**src/rtl/arm_alu_pkg.sv**
```systemverilog
// Shared ALU definitions for the ARM_64 execute path: datapath widths,
// NZCV flag layout and the add/subtract select encoding.
package arm_alu_pkg;

  localparam int DATA_W    = 64;
  localparam int CLA_SLICE = 16;

  localparam logic OP_ADD = 1'b0;
  localparam logic OP_SUB = 1'b1;

  typedef struct packed {
    logic n;
    logic z;
    logic c;
    logic v;
  } nzcv_t;

endpackage

```
**src/rtl/arm_addsub_flags_pipe_if.sv**
```systemverilog
// Request/response bundle for the pipelined add/sub unit. The master side
// offers operations and consumes results; the slave side is the pipeline.
interface arm_addsub_flags_pipe_if
  import arm_alu_pkg::*;
#(
  parameter int WIDTH = DATA_W,
  parameter int TAG_W = 4
);
  logic             in_valid;
  logic             in_ready;
  logic             op_sub;
  logic [WIDTH-1:0] a;
  logic [WIDTH-1:0] b;
  logic             carry_in;
  logic [TAG_W-1:0] in_tag;

  logic             out_valid;
  logic             out_ready;
  logic [WIDTH-1:0] result;
  logic             flag_n;
  logic             flag_z;
  logic             flag_c;
  logic             flag_v;
  logic [TAG_W-1:0] out_tag;

  modport master (
    output in_valid, op_sub, a, b, carry_in, in_tag, out_ready,
    input  in_ready, out_valid, result, flag_n, flag_z, flag_c, flag_v, out_tag
  );

  modport slave (
    input  in_valid, op_sub, a, b, carry_in, in_tag, out_ready,
    output in_ready, out_valid, result, flag_n, flag_z, flag_c, flag_v, out_tag
  );
endinterface

```
**src/rtl/cla_slice.sv**
```systemverilog
// Combinational W-bit carry-lookahead slice built from 4-bit groups.
// Exposes slice-level generate/propagate so callers can look ahead further.
module cla_slice #(
  parameter int W = 16
) (
  input  logic [W-1:0] a,
  input  logic [W-1:0] b,
  input  logic         cin,
  output logic [W-1:0] sum,
  output logic         cout,
  output logic         g,
  output logic         p
);
  localparam int NG = W / 4;

  logic [W-1:0]  gb, pb, cb;
  logic [NG-1:0] gg, gp;
  logic [NG:0]   gc;
  logic          c;

  // bit G/P -> group G/P -> group carries -> bit carries -> sum
  always_comb begin
    gb = a & b;
    pb = a ^ b;
    gg = '0;
    gp = '1;
    gc = '0;
    cb = '0;
    c  = 1'b0;
    g  = 1'b0;
    p  = 1'b1;
    for (int j = 0; j < NG; j++) begin
      for (int i = 0; i < 4; i++) begin
        gg[j] = gb[4*j+i] | (pb[4*j+i] & gg[j]);
        gp[j] = gp[j] & pb[4*j+i];
      end
    end
    gc[0] = cin;
    for (int j = 0; j < NG; j++)
      gc[j+1] = gg[j] | (gp[j] & gc[j]);
    for (int j = 0; j < NG; j++) begin
      c = gc[j];
      for (int i = 0; i < 4; i++) begin
        cb[4*j+i] = c;
        c = gb[4*j+i] | (pb[4*j+i] & c);
      end
    end
    sum = pb ^ cb;
    for (int j = 0; j < NG; j++) begin
      g = gg[j] | (gp[j] & g);
      p = p & gp[j];
    end
    cout = g | (p & cin);
  end
endmodule

```
**src/rtl/arm_addsub_flags_pipe.sv**
```systemverilog
// Pipelined WIDTH-bit add/subtract with ARM NZCV flags. One SLICE-bit CLA
// slice is resolved per stage; the carry and running zero flag are
// registered between stages. Stage k's slice is combinational off its own
// registers, so the last stage drives the outputs directly.
// WIDTH must be a multiple of SLICE, and SLICE a multiple of 4.
module arm_addsub_flags_pipe
  import arm_alu_pkg::*;
#(
  parameter int WIDTH = DATA_W,
  parameter int SLICE = CLA_SLICE,
  parameter int TAG_W = 4
) (
  input  logic                    clk,
  input  logic                    reset,
  arm_addsub_flags_pipe_if.slave  io
);
  localparam int STAGES = WIDTH / SLICE;
  localparam int L      = STAGES - 1;

  logic [STAGES-1:0]                 vld_pipe, rdy, c_q, z_q;
  logic [STAGES-1:0][WIDTH-1:0]      a_q, b_q, r_q;
  logic [STAGES-1:0][TAG_W-1:0]      tag_q;
  logic [STAGES-1:0][SLICE-1:0]      slc_sum;
  logic [STAGES-1:0]                 slc_cout, slc_g, slc_p;
  logic [WIDTH-1:0]                  res_full;
  nzcv_t                             fl;
  logic                              unused_bits;

  for (genvar k = 0; k < STAGES; k++) begin : g_stage
    cla_slice #(.W(SLICE)) u_cla (
      .a    (a_q[k][k*SLICE +: SLICE]),
      .b    (b_q[k][k*SLICE +: SLICE]),
      .cin  (c_q[k]),
      .sum  (slc_sum[k]),
      .cout (slc_cout[k]),
      .g    (slc_g[k]),
      .p    (slc_p[k])
    );
  end

  // ready ripples back from the consumer; an empty stage is always ready
  always_comb begin
    rdy    = '0;
    rdy[L] = !vld_pipe[L] | io.out_ready;
    for (int k = L - 1; k >= 0; k--)
      rdy[k] = !vld_pipe[k] | rdy[k+1];
  end

  // stage registers: stage 0 captures operands, later stages take the
  // previous stage plus its freshly resolved slice; stalled stages hold
  always_ff @(posedge clk) begin
    if (reset) begin
      vld_pipe <= '0;
      c_q      <= '0;
      z_q      <= '0;
      a_q      <= '0;
      b_q      <= '0;
      r_q      <= '0;
      tag_q    <= '0;
    end else begin
      if (rdy[0]) begin
        vld_pipe[0] <= io.in_valid;
        a_q[0]      <= io.a;
        b_q[0]      <= (io.op_sub == OP_SUB) ? ~io.b : io.b;
        r_q[0]      <= '0;
        c_q[0]      <= io.carry_in;
        z_q[0]      <= 1'b1;
        tag_q[0]    <= io.in_tag;
      end
      for (int k = 1; k < STAGES; k++) begin
        if (rdy[k]) begin
          vld_pipe[k] <= vld_pipe[k-1];
          a_q[k]      <= a_q[k-1];
          b_q[k]      <= b_q[k-1];
          r_q[k]      <= r_q[k-1];
          r_q[k][(k-1)*SLICE +: SLICE] <= slc_sum[k-1];
          c_q[k]      <= slc_cout[k-1];
          z_q[k]      <= z_q[k-1] & ~|slc_sum[k-1];
          tag_q[k]    <= tag_q[k-1];
        end
      end
    end
  end

  // final result and NZCV from the last stage's top slice
  always_comb begin
    res_full = r_q[L];
    res_full[L*SLICE +: SLICE] = slc_sum[L];
    fl.n = res_full[WIDTH-1];
    fl.z = z_q[L] & ~|slc_sum[L];
    fl.c = slc_cout[L];
    fl.v = (a_q[L][WIDTH-1] == b_q[L][WIDTH-1]) &
           (res_full[WIDTH-1] != a_q[L][WIDTH-1]);
  end

  assign io.in_ready  = rdy[0];
  assign io.out_valid = vld_pipe[L];
  assign io.result    = vld_pipe[L] ? res_full : '0;
  assign io.flag_n    = vld_pipe[L] & fl.n;
  assign io.flag_z    = vld_pipe[L] & fl.z;
  assign io.flag_c    = vld_pipe[L] & fl.c;
  assign io.flag_v    = vld_pipe[L] & fl.v;
  assign io.out_tag   = vld_pipe[L] ? tag_q[L] : '0;

  // slice G/P and the already-consumed low bits of the last stage have no reader
  assign unused_bits = ^{slc_g, slc_p, a_q[L], b_q[L], r_q[L]};
endmodule

```
**src/flat_wrapper.sv**
```systemverilog
// flat-port wrapper written by rule: the top's interface ports become plain ports
module arm_addsub_flags_pipe_flat import arm_alu_pkg::*;
#(
  parameter int WIDTH = DATA_W,
  parameter int SLICE = CLA_SLICE,
  parameter int TAG_W = 4
)
  (clk, reset, io_in_valid, io_op_sub, io_a, io_b, io_carry_in, io_in_tag, io_out_ready, io_in_ready, io_out_valid, io_result, io_flag_n, io_flag_z, io_flag_c, io_flag_v, io_out_tag);
  arm_addsub_flags_pipe_if #(.WIDTH(WIDTH), .TAG_W(TAG_W)) io_i ();
  input  logic clk;
  input  logic reset;
  input wire logic [$bits(io_i.in_valid)-1:0] io_in_valid;
  input wire logic [$bits(io_i.op_sub)-1:0] io_op_sub;
  input wire logic [$bits(io_i.a)-1:0] io_a;
  input wire logic [$bits(io_i.b)-1:0] io_b;
  input wire logic [$bits(io_i.carry_in)-1:0] io_carry_in;
  input wire logic [$bits(io_i.in_tag)-1:0] io_in_tag;
  input wire logic [$bits(io_i.out_ready)-1:0] io_out_ready;
  output wire logic [$bits(io_i.in_ready)-1:0] io_in_ready;
  output wire logic [$bits(io_i.out_valid)-1:0] io_out_valid;
  output wire logic [$bits(io_i.result)-1:0] io_result;
  output wire logic [$bits(io_i.flag_n)-1:0] io_flag_n;
  output wire logic [$bits(io_i.flag_z)-1:0] io_flag_z;
  output wire logic [$bits(io_i.flag_c)-1:0] io_flag_c;
  output wire logic [$bits(io_i.flag_v)-1:0] io_flag_v;
  output wire logic [$bits(io_i.out_tag)-1:0] io_out_tag;
  assign io_i.in_valid = io_in_valid;
  assign io_i.op_sub = io_op_sub;
  assign io_i.a = io_a;
  assign io_i.b = io_b;
  assign io_i.carry_in = io_carry_in;
  assign io_i.in_tag = io_in_tag;
  assign io_i.out_ready = io_out_ready;
  assign io_in_ready = io_i.in_ready;
  assign io_out_valid = io_i.out_valid;
  assign io_result = io_i.result;
  assign io_flag_n = io_i.flag_n;
  assign io_flag_z = io_i.flag_z;
  assign io_flag_c = io_i.flag_c;
  assign io_flag_v = io_i.flag_v;
  assign io_out_tag = io_i.out_tag;
  arm_addsub_flags_pipe #(.WIDTH(WIDTH), .SLICE(SLICE), .TAG_W(TAG_W)) u_core (.clk(clk), .reset(reset), .io(io_i));
endmodule
```
**config.mk**
```make
export PLATFORM = sky130hd
export DESIGN_NAME = arm_addsub_flags_pipe_flat
export DESIGN_NICKNAME = d
export VERILOG_FILES = /design/src/rtl/arm_alu_pkg.sv /design/src/rtl/arm_addsub_flags_pipe_if.sv /design/src/rtl/cla_slice.sv /design/src/rtl/arm_addsub_flags_pipe.sv /design/src/flat_wrapper.sv
export SDC_FILE = /design/constraint.sdc
export NUM_CORES = 1
export LEC_CHECK = 0
export CORE_UTILIZATION = 55
export DETAILED_ROUTE_END_ITERATION = 6
export GPL_ROUTABILITY_DRIVEN = 0
export GPL_TIMING_DRIVEN = 0
export PLACE_DENSITY_LB_ADDON = 0.25
export SYNTH_ARGS = -nofsm -noshare
export SYNTH_HDL_FRONTEND = slang
export SYNTH_SLANG_ARGS = --single-unit
```
**constraint.sdc**
```tcl
create_clock -name clk -period 5.5 [get_ports clk]
set_clock_uncertainty 0.15 [all_clocks]
set_input_delay 1.1 -clock clk [delete_from_list [all_inputs] [get_ports clk]]
set_output_delay 1.1 -clock clk [all_outputs]
set_load 0.1 [all_outputs]
```
### After elaboration in Yosys (flattened, before gate mapping)

Cells that the tools add are included.
Widths: inputs -> output; s select.

| storage, ports and cells | value |
|---|---|
| bits of input ports | 138 |
| memories kept | 0 |
| ROM bits | 0 |
| latch bits | 0 |
| bits in registers | 636 |
| bits in writable memories | 0 |

| cells by class | value |
|---|---|
| bitwise operators | 334 |
| reductions and logical operators | 12 |
| shifts and indexed selects | 0 |
| $add $sub $neg | 0 |
| equal/unequal tests | 2 |
| multiply operators | 0 |
| magnitude comparators | 0 |
| multiplexer cells | 3 |
| div/mod/pow operators | 0 |

Operators with widths:

| cell | number |
|---|---|
| $and 1x1->1 | 193 |
| $mux 64 | 2 |
| $or 1x1->1 | 128 |
| $xor 16x16->16 | 8 |
| $and 16x16->16 | 4 |
| $not 64->64 | 1 |
| $reduce_or 16->1 | 4 |
| $logic_not 1->1 | 8 |
| $mux 4 | 1 |
| $eq 1x1->1 | 1 |
| $ne 1x1->1 | 1 |

### Depth between registers and ports, before layout

Gate-level depths: netlist (run 1).

| depth | value |
|---|---|
| word-level depth | 23 |
| depth in mapped cells | 14 |
| mapped depth without buffers | 14 |

### By module

Synthesis (run 1) repeated with hierarchy kept, for this count alone.

| second synthesis, totals | value |
|---|---|
| cells, all modules | 2327 |
| area total of the unflattened synthesis | 19541.2 um^2 |

By module, submodules not included:

| module | cells an instance | sequential area each (um^2) | times used | area an instance (um^2) |
|---|---|---|---|---|
| arm_addsub_flags_pipe | 2061 | 8888.5 | 1 | 16812.4 |
| cla_slice at u_core.g_stage[1].u_cla ... | 66 | 0.0 | 2 | 681.9 |
| cla_slice at u_core.g_stage[0].u_cla | 68 | 0.0 | 1 | 686.9 |
| cla_slice at u_core.g_stage[3].u_cla | 66 | 0.0 | 1 | 678.2 |

### Worst setup path after synthesis (run 1)

No wires, ideal clock.

| path | value |
|---|---|
| kind | register -> output |
| start | reg u_core.b_q[249] (netlist name) |
| end | out io_flag_v |
| required time | 4.250 ns |
| path buffers | 0 |
| cell stages (with the launch flop) | 12 |
| slack | -0.703 ns |
| arrival | 4.953 ns |
| cell sequence | dfxtp_1 -> ha_1 -> a21o_1 -> a21o_1 -> a221o_1 -> a21oi_1 -> fa_1 -> inv_1 -> fa_1 -> fa_1 -> xnor2_1 -> nor3b_1 |

| on the way | value |
|---|---|
| word-level cells in the longest chain between the ends | 18 |
| elaborated cells on any way between the ends | 23 |
| those cells by class | 1 x eq/ne; 22 x bitwise |

RTL lines:

| item | line | source |
|---|---|---|
| start: declaration | arm_addsub_flags_pipe.sv:21 | `logic [STAGES-1:0][WIDTH-1:0] a_q, b_q, r_q;` |
| start signal: indexed assignment | arm_addsub_flags_pipe.sv:74 | `b_q[k] <= b_q[k-1];` |
| $xor 16x16->16 | cla_slice.sv:24 | `pb = a ^ b;` |
| $and 1x1->1 | cla_slice.sv:34 | `gg[j] = gb[4*j+i] \| (pb[4*j+i] & gg[j]);` |
| $or 1x1->1 | cla_slice.sv:34 |  |
| $and 1x1->1 | cla_slice.sv:34 |  |
| $or 1x1->1 | cla_slice.sv:34 |  |
| $and 1x1->1 | cla_slice.sv:34 |  |
| $or 1x1->1 | cla_slice.sv:34 |  |
| $or 1x1->1 (*) | cla_slice.sv:40 | `gc[j+1] = gg[j] \| (gp[j] & gc[j]);` |
| [2 not listed] | - |  |
| $and 1x1->1 (*) | cla_slice.sv:45 | `c = gb[4*j+i] \| (pb[4*j+i] & c);` |
| $or 1x1->1 (*) | cla_slice.sv:45 |  |
| $and 1x1->1 (*) | cla_slice.sv:45 |  |
| $or 1x1->1 (*) | cla_slice.sv:45 |  |
| $xor 16x16->16 (*) | cla_slice.sv:48 | `sum = pb ^ cb;` |
| $ne 1x1->1 (*) | arm_addsub_flags_pipe.sv:93 | `(res_full[WIDTH-1] != a_q[L][WIDTH-1]);` |
| $and 1x1->1 (*) | arm_addsub_flags_pipe.sv:92 | `fl.v = (a_q[L][WIDTH-1] == b_q[L][WIDTH-1]) &` |
| $and 1x1->1 (*) | arm_addsub_flags_pipe.sv:102 | `assign io.flag_v = vld_pipe[L] & fl.v;` |
| end: declaration | flat_wrapper.sv:25 | `output wire logic [$bits(io_i.flag_v)-1:0] io_flag_v;` |

Every way passes the cells marked *; elsewhere a longest branch is shown, timed or not.

### Worst setup path in the final report (run 1)

| path | value |
|---|---|
| start | in io_out_ready |
| end | out io_in_ready |

| on the way | value |
|---|---|
| word-level cells in the longest chain between the ends | 4 |

RTL lines:

| item | line | source |
|---|---|---|
| start: declaration | flat_wrapper.sv:18 | `input wire logic [$bits(io_i.out_ready)-1:0] io_out_ready;` |
| $or 1x1->1 | arm_addsub_flags_pipe.sv:44 | `rdy[L] = !vld_pipe[L] \| io.out_ready;` |
| $or 1x1->1 (3 in series) | arm_addsub_flags_pipe.sv:46 | `rdy[k] = !vld_pipe[k] \| rdy[k+1];` |
| end: declaration | flat_wrapper.sv:19 | `output wire logic [$bits(io_i.in_ready)-1:0] io_in_ready;` |

Every way passes these cells.

==> results of run 1 <==
per-layer routing:
layer / global-route usage, % / vias up
met3: 5.625 / 123
met4: 11.26 / 2
li1: - / 7987
met1: 37.59 / 7774
met2: 48.33 / 611
met5: 0 / -
registers in the layout (all words and copies together) (netlist names):
| register | cells |
|---|---|
| u_core.a_q | 160 |
| u_core.b_q | 160 |
| u_core.r_q | 96 |
| u_core.tag_q | 16 |
| u_core.c_q | 4 |
| u_core.vld_pipe | 4 |
| u_core.z_q | 4 |
stage by stage:
step,worst slack (ps),hold slack (ps)
4_1_cts,40.06,298.3
2_1_floorplan,232.3,277.2
3_3_place_gp,-336.6,284.3
3_5_place_dp,-360.7,290.3
6_report,181.3,298.7
5_1_grt,6.003,310.6
repair_timing:
action                                  in CTS  in global routing
pin swaps                                    0                  1
endpoints found under the setup margin      10                  2
gates resized for setup                     39                  5
how the worst max path moves through the flow:
stage                                            start            end  slack (ps)  cells past startpoint
after detailed placement  u_core.a_q[240]$_SDFFE_PP0P_      io_flag_z        -360                     14
after floorplan           u_core.b_q[249]$_SDFFE_PP0P_  io_result[63]         230                     12
after CTS                 u_core.b_q[240]$_SDFFE_PP0P_      io_flag_z          40                     14
after global routing      u_core.b_q[240]$_SDFFE_PP0P_      io_flag_z           6                     14
final                                     io_out_ready    io_in_ready         180                      8
after global placement    u_core.a_q[240]$_SDFFE_PP0P_      io_flag_z        -340                     14
cell families after synthesis:
| logic type | share of synthesized area (%) |
|---|---|
| XOR/XNOR | 3.700 |
| buffers and inverters | 4.548 |
| AND/OR/NAND/NOR | 20.13 |
| AO/OA/AOI/OAI | 16.07 |
| adder cells (fa/ha/maj) | 9.188 |
| flip-flops | 46.36 |
layout make-up:
| cell class | count | share of cell area, % |
|---|---|---|
| Antenna cell | 2 | 0.02155 |
| Buffer | 162 | 3.146 |
| Clock buffer | 69 | 5.667 |
| Clock inverter | 9 | 0.2209 |
| Inverter | 37 | 0.6087 |
| Multi-Input combinational cell | 1637 | 40.61 |
| Sequential cell | 444 | 38.27 |
| Tap cell | 455 | 2.451 |
| Timing Repair Buffer | 209 | 9.012 |
power by group through the flow:
stage	combinational [uW]	clock, uW	sequential, uW
2_1_floorplan	375	0	3530
3_3_place_gp	580	0	3550
3_5_place_dp	598	0	3560
4_1_cts	607	2870	3490
5_1_grt	672	3010	3510
6_report	612	2850	3500
cell usage in the layout (no fill, tap or decap), types with 12 or more instances in the layout:
| cell | count |
|---|---|
| a211oi_1 | 23 |
| a211oi_2 | 63 |
| a21o_1 | 12 |
| a21oi_1 | 377 |
| and2_1 | 63 |
| buf_2 | 45 |
| buf_4 | 17 |
| clkbuf_1 | 105 |
| clkbuf_16 | 45 |
| clkdlybuf4s50_1 | 199 |
| dfxtp_1 | 444 |
| fa_1 | 48 |
| ha_1 | 64 |
| inv_1 | 36 |
| nand2_1 | 722 |
| nor2_1 | 108 |
| xnor2_1 | 78 |
tightest hold or removal path, stage by stage, from the launching register on:
cell and delay, ps:
dfxtp_1 310, nand2_1 50, a21oi_1 50
==> flow_summary_export.csv, run 1 <==
group,metric,value,unit
power_and_ir_drop,power,6960,uW
worst_setup_path,path_buf_inv,6,
sta,slew-limit-headroom,23.34,%
yosys,syn_area,19170,um2
clocking,cts_tree,"built",
sta,drv_slew,0,
placed_design,postPlaceCellArea,21840,um2
clocking,clkSinkCount,444,
yosys,yosys-top-cells-area,"dfxtp_1 46%, nand2_1 14%, a21oi_1 9.9%",
floorplan,std_cell_rows,68,
power_and_ir_drop,powerDensity,299.7,nW/um2
routing,vias,16500,
clocking,htree_num_levels,2,
worst_setup_path,start_kind,"input port",
yosys,synth_cell_type_count,42,
sta,rsz0062_at_grt,"no",
clocking,cts-root-buf,"clkbuf_16",
worst_setup_path,crit_arrival,4070,ps
power_and_ir_drop,comb_power_share,8.8,%
finish,layout-drive-gt1-share,7.830,%
yosys,yosysTopAreaCell,"dfxtp_1",
global_routing,grt_pass1_vias,16150,
yosys,yosysSeqAreaShare,46.36,%
yosys,yosysTopAreaCellShare,46.36,%
routing,wl_met2,24.16,mm
hold_path,whs_path_depth,2,
yosys,synthFlopType,"dfxtp_1",
finish,area_growth,21.14,%
routing,ant_nets,0,
power_and_ir_drop,power_switching,1645,uW
worst_setup_path,rr_endpoint,"u_core.z_q[2]$_SDFFE_PP0P_",
yosys,synthArstFlopShare,0,%
floorplan,fp.dieH,188.7,um
sta,setup_viol,0,
sta,fmax,188.0,MHz
worst_setup_path,path_cells,"clkdlybuf4s50_1, and3b_1, and3_1, buf_4, inv_4, buf_6, buf_4, clkdlybuf4s50_1",
worst_setup_path,r2r_cells,14,
status,outcome,"finished clean",
global_routing,grt_max_degree,14,
placed_design,dp_cells,2944,
floorplan,ios,212,
power_and_ir_drop,switching_share,23.63,%
worst_setup_path,crit_required,4250,ps
finish,final_cells,3024,
floorplan,initial_core_util,55.64,%
finish,num-nets-final,2786,
placed_design,dp_hpwl,39.60,mm
worst_setup_path,r2r-start,"u_core.b_q[80]$_SDFFE_PP0P_",
power_and_ir_drop,p_int,5316,uW
finish,final_util,67.41,%
routing,drt_wl_total,52.34,mm
clocking,path_clk_slew,60,ps
worst_setup_path,path_max_fanout,10,
worst_setup_path,endpoint_kind,"primary output",
hold_path,min_from,"u_core.r_q[197]$_SDFFE_PP0P_",
worst_setup_path,cp_slowest_cell,"clkdlybuf4s50_1",
sta,fin_crit,5319,ps
clocking,cts.path.max_buffers,3,
routing,wl_met1,22.01,mm
routing,dr.pass1.iters,6,
routing,drc_errors,0,
power_and_ir_drop,seqPwrFrac,50.2,%
sta,tightest_slew,1146,ps
finish,multi_input_area,9432,um2
floorplan,coreArea,34460,um2
routing,drt_iter0_markers,1222,
routing,viasPerCell,5.455,
floorplan,dieArea,35610,um2
yosys,synth_edf_count,0,
global_routing,antenna_found_initial,2,
yosys,yosysWarnings,0,
yosys,synthCells,2280,
routing,top_layer,"met5",
routing,wire_per_inst,17.31,um
clocking,cts_buffers,45,
global_routing,grt_util_all_layers,29.20,%
global_routing,grt_overflow,0,
yosys,syn_avg_cell_area,8.409,um2
clocking,clock_latency,530,ps
global_routing,grt_pass1_wl,82.58,mm
yosys,synth_most_common_cell,"nand2_1",
flow_run,maxCapViolCount,0,
finish,fin_area,23230,um2
clocking,post_cts_buffers,0,
clocking,holdBufCountCts,0,
worst_setup_path,slowest_delay,1170,ps
sta,hold_viol,0,
worst_setup_path,rrSetupSlack,1280,ps
hold_path,min_to,"u_core.r_q[197]$_SDFFE_PP0P_",
finish,seq_area,8889,um2
power_and_ir_drop,clock_power_share,41.0,%
worst_setup_path,cp_top_family,"buffers and inverters",
power_and_ir_drop,p_leak,0.009155,uW
worst_setup_path,timing_worst_setup_path_type,"input port to primary output",
yosys,synth_nets,2530,
hold_path,hp-class,"flop to flop",
yosys,ys_ff_latch,444,
sta,fin_setup_tns,0,ps
power_and_ir_drop,ir_worst_vdd,0.2206,mV
floorplan,die_w,188.7,um
routing,met3_length,4.237,mm
finish,fillCellCount,2815,
sta,period_share,96.70,%
placed_design,io_buffers,209,
yosys,synthTopCellsByCount,"722 x nand2_1, 444 x dfxtp_1, 378 x a21oi_1",
Note: power is estimated with default switching activity, not from simulation.
==> run 2: changes to the inputs <==
--- a/config.mk
+++ b/config.mk
@@ -5,6 +5,7 @@
 export SDC_FILE = /design/constraint.sdc
 export NUM_CORES = 1
 export LEC_CHECK = 0
+export CORE_MARGIN = 4
 export CORE_UTILIZATION = 55
 export DETAILED_ROUTE_END_ITERATION = 6
 export GPL_ROUTABILITY_DRIVEN = 0
==> run 2 against run 1 <==
Wire length rose by 2.1%. Combinational power is essentially flat. Highest routed layer unchanged. Die area grew 6.5%. Final area is 0.92% higher. Sequential share of layout area shrank 0.35 points. Critical endpoint unchanged. Utilization is 0.62 points higher. Non-clock buffer count did not move. Count of clock-buffer cells in the layout down 16.
==> flow_summary_export.csv, run 2 (synthesized netlist as in run 1, its figures left out) <==
group,metric,value,unit
worst_setup_path,r2r-start,"u_core.a_q[80]$_SDFFE_PP0P_",
clocking,cts_buffers,44,
clocking,path_clk_slew,60,ps
sta,fmax,186.6,MHz
finish,final_common_cell,"nand2_1",
clocking,clock_latency,540,ps
global_routing,grt_util_all_layers,27.36,%
clocking,clkSinkCount,444,
floorplan,ios,212,
placed_design,io_buffers,209,
power_and_ir_drop,p_leak,0.009228,uW
finish,insertedDiodeCount,0,
floorplan,die_w,194.7,um
power_and_ir_drop,comb_power_share,8.4,%
floorplan,initial_core_util,55.64,%
routing,ant_nets,0,
global_routing,grt_pass1_vias,16530,
worst_setup_path,crit_arrival,4110,ps
global_routing,grt_overflow,0,
flow_run,maxCapViolCount,0,
clocking,cts.path.max_buffers,3,
global_routing,antenna_found_initial,3,
routing,met3_length,4.317,mm
worst_setup_path,path_buf_inv,6,
worst_setup_path,start_kind,"input port",
worst_setup_path,cp_top_family,"buffers and inverters",
sta,hold_viol,0,
hold_path,min_from,"u_core.r_q[212]$_SDFFE_PP0P_",
routing,drc_errors,0,
hold_path,min_to,"u_core.r_q[212]$_SDFFE_PP0P_",
floorplan,std_cell_rows,68,
power_and_ir_drop,ir_worst_vdd,0.2707,mV
routing,drt_wl_total,53.46,mm
finish,area_growth,22.26,%
worst_setup_path,r2r_cells,14,
clocking,post_cts_buffers,0,
worst_setup_path,path_cells,"clkdlybuf4s50_1, and3b_1, and3_1, buf_4, inv_4, buf_6, buf_4, clkdlybuf4s50_1",
power_and_ir_drop,p_int,5608,uW
sta,drv_slew,0,
floorplan,fp.dieH,194.7,um
routing,dr.pass1.iters,6,
placed_design,pre_cts_slack,-428.2,ps
hold_path,whs_path_depth,2,
worst_setup_path,endpoint_kind,"primary output",
clocking,cts-root-buf,"clkbuf_16",
power_and_ir_drop,power_switching,1707,uW
sta,fin_crit,5358,ps
finish,num-nets-final,2785,
clocking,htree_num_levels,2,
sta,tightest_slew,1155,ps
power_and_ir_drop,clock_power_share,43.9,%
sta,period_share,97.42,%
sta,worst_slack,142.1,ps
routing,viasPerCell,5.431,
placed_design,dp_hpwl,40.62,mm
worst_setup_path,path_max_fanout,10,
hold_path,hp-class,"flop to flop",
routing,wl_met2,24.98,mm
worst_setup_path,timing_worst_setup_path_type,"input port to primary output",
finish,largest_registers,"u_core.a_q x160, u_core.b_q x160, u_core.r_q x96",
floorplan,dieArea,37910,um2
power_and_ir_drop,seqPwrFrac,47.8,%
finish,layout-drive-gt1-share,8.486,%
finish,final_cell_mix,"722 x nand2_1, 444 x dfxtp_1, 376 x a21oi_1",
worst_setup_path,rr_endpoint,"u_core.z_q[2]$_SDFFE_PP0P_",
power_and_ir_drop,powerDensity,312.1,nW/um2
clocking,cts_tree,"built",
status,outcome,"finished clean",
worst_setup_path,rrSetupSlack,1180,ps
power_and_ir_drop,switching_share,23.34,%
sta,slew-limit-headroom,22.76,%
power_and_ir_drop,power,7315,uW
worst_setup_path,crit_required,4250,ps
sta,rsz0062_at_grt,"no",
routing,wl_met1,21.97,mm
routing,drt_iter0_markers,1018,
floorplan,coreArea,34460,um2
global_routing,grt_max_degree,17,
worst_setup_path,slowest_delay,1170,ps
routing,vias,16420,
sta,setup_viol,0,
routing,top_layer,"met5",
global_routing,grt_pass1_wl,84.50,mm
worst_setup_path,cp_slowest_cell,"clkdlybuf4s50_1",
routing,wire_per_inst,17.68,um
[run 2: cell types whose count changed in the layout (fill, tap and decap cells not counted), sizes merged]
cell,change
clkbuf,-16
bufinv,+8
clkinvlp,+7
diode,-2
clkinv,+3
[run 2: worst max path at each step]
stage,from,to,slack (ps),depth (start not counted)
2_1_floorplan,u_core.b_q[249]$_SDFFE_PP0P_,io_result[63],230,12
3_3_place_gp,u_core.a_q[240]$_SDFFE_PP0P_,io_flag_z,-340,14
3_5_place_dp,u_core.b_q[240]$_SDFFE_PP0P_,io_flag_z,-430,14
4_1_cts,u_core.b_q[240]$_SDFFE_PP0P_,io_flag_z,-20,14
5_1_grt,u_core.a_q[249]$_SDFFE_PP0P_,io_result[62],9,11
6_report,io_out_ready,io_in_ready,140,8
[run 2: layout make-up]
type | count | area, um2
buffer | 162 | 730.7
clock buffer | 53 | 1196
clock inverter | 27 | 362.8
fill | 2813 | 11020
inverter | 37 | 141.4
multi-input combinational | 1637 | 9454
sequential | 444 | 8889
tap | 455 | 569.3
timing repair buffer | 209 | 2098
[run 2: stage by stage]
step / hold slack, ps / instances / cell area, um2 / utilization [%] / setup TNS, ps
final: 297.9 / 3024 / 23440 / 68.03 / 0
after global routing: 311.0 / 3024 / 23440 / 68.03 / 0
after CTS: 299.5 / 3024 / 23390 / 67.89 / -19.75
after detailed placement: 292.2 / 2944 / 21840 / 63.38 / -1076
after global placement: 284.4 / 2944 / 21840 / 63.38 / -806.8
after floorplan: 277.2 / 2280 / 19180 / - / 0
[run 2: worst reg2reg max path: stages, from the launching register on]
cell and delay [ps]:
dfxtp_1 390, ha_1 250, a21oi_1 180, o221ai_1 220, a211o_1 360, a21oi_1 230
inv_1 100, fa_1 450, fa_1 460, fa_1 520, nor4b_1 370, nand4_1 180
nor3_1 240, a21oi_1 60, nor2_1 90
[run 2: power groups by stage]
| stage | registers, uW | logic, uW | clock network [uW] |
|---|---|---|---|
| floorplan | 3530 | 375 | 0 |
| global placement | 3550 | 582 | 0 |
| detailed placement | 3560 | 599 | 0 |
| CTS | 3490 | 608 | 3230 |
| global route | 3510 | 678 | 3360 |
| finish | 3490 | 613 | 3210 |
[run 2: what timing repair did]
| item | in CTS | in global routing |
|---|---|---|
| hold endpoints to repair | 0 | 0 |
| resized for setup | 39 | 11 |
| setup endpoints to repair | 10 | 4 |
| hold buffers | 0 | 0 |
| pin swaps | 0 | 2 |
[run 2: per-layer routing]
metal	vias to the layer above	global-route usage, %
met5	-	0
li1	8000	-
met1	7735	34.62
met2	550	45.38
met3	131	6.726
met4	6	10.57
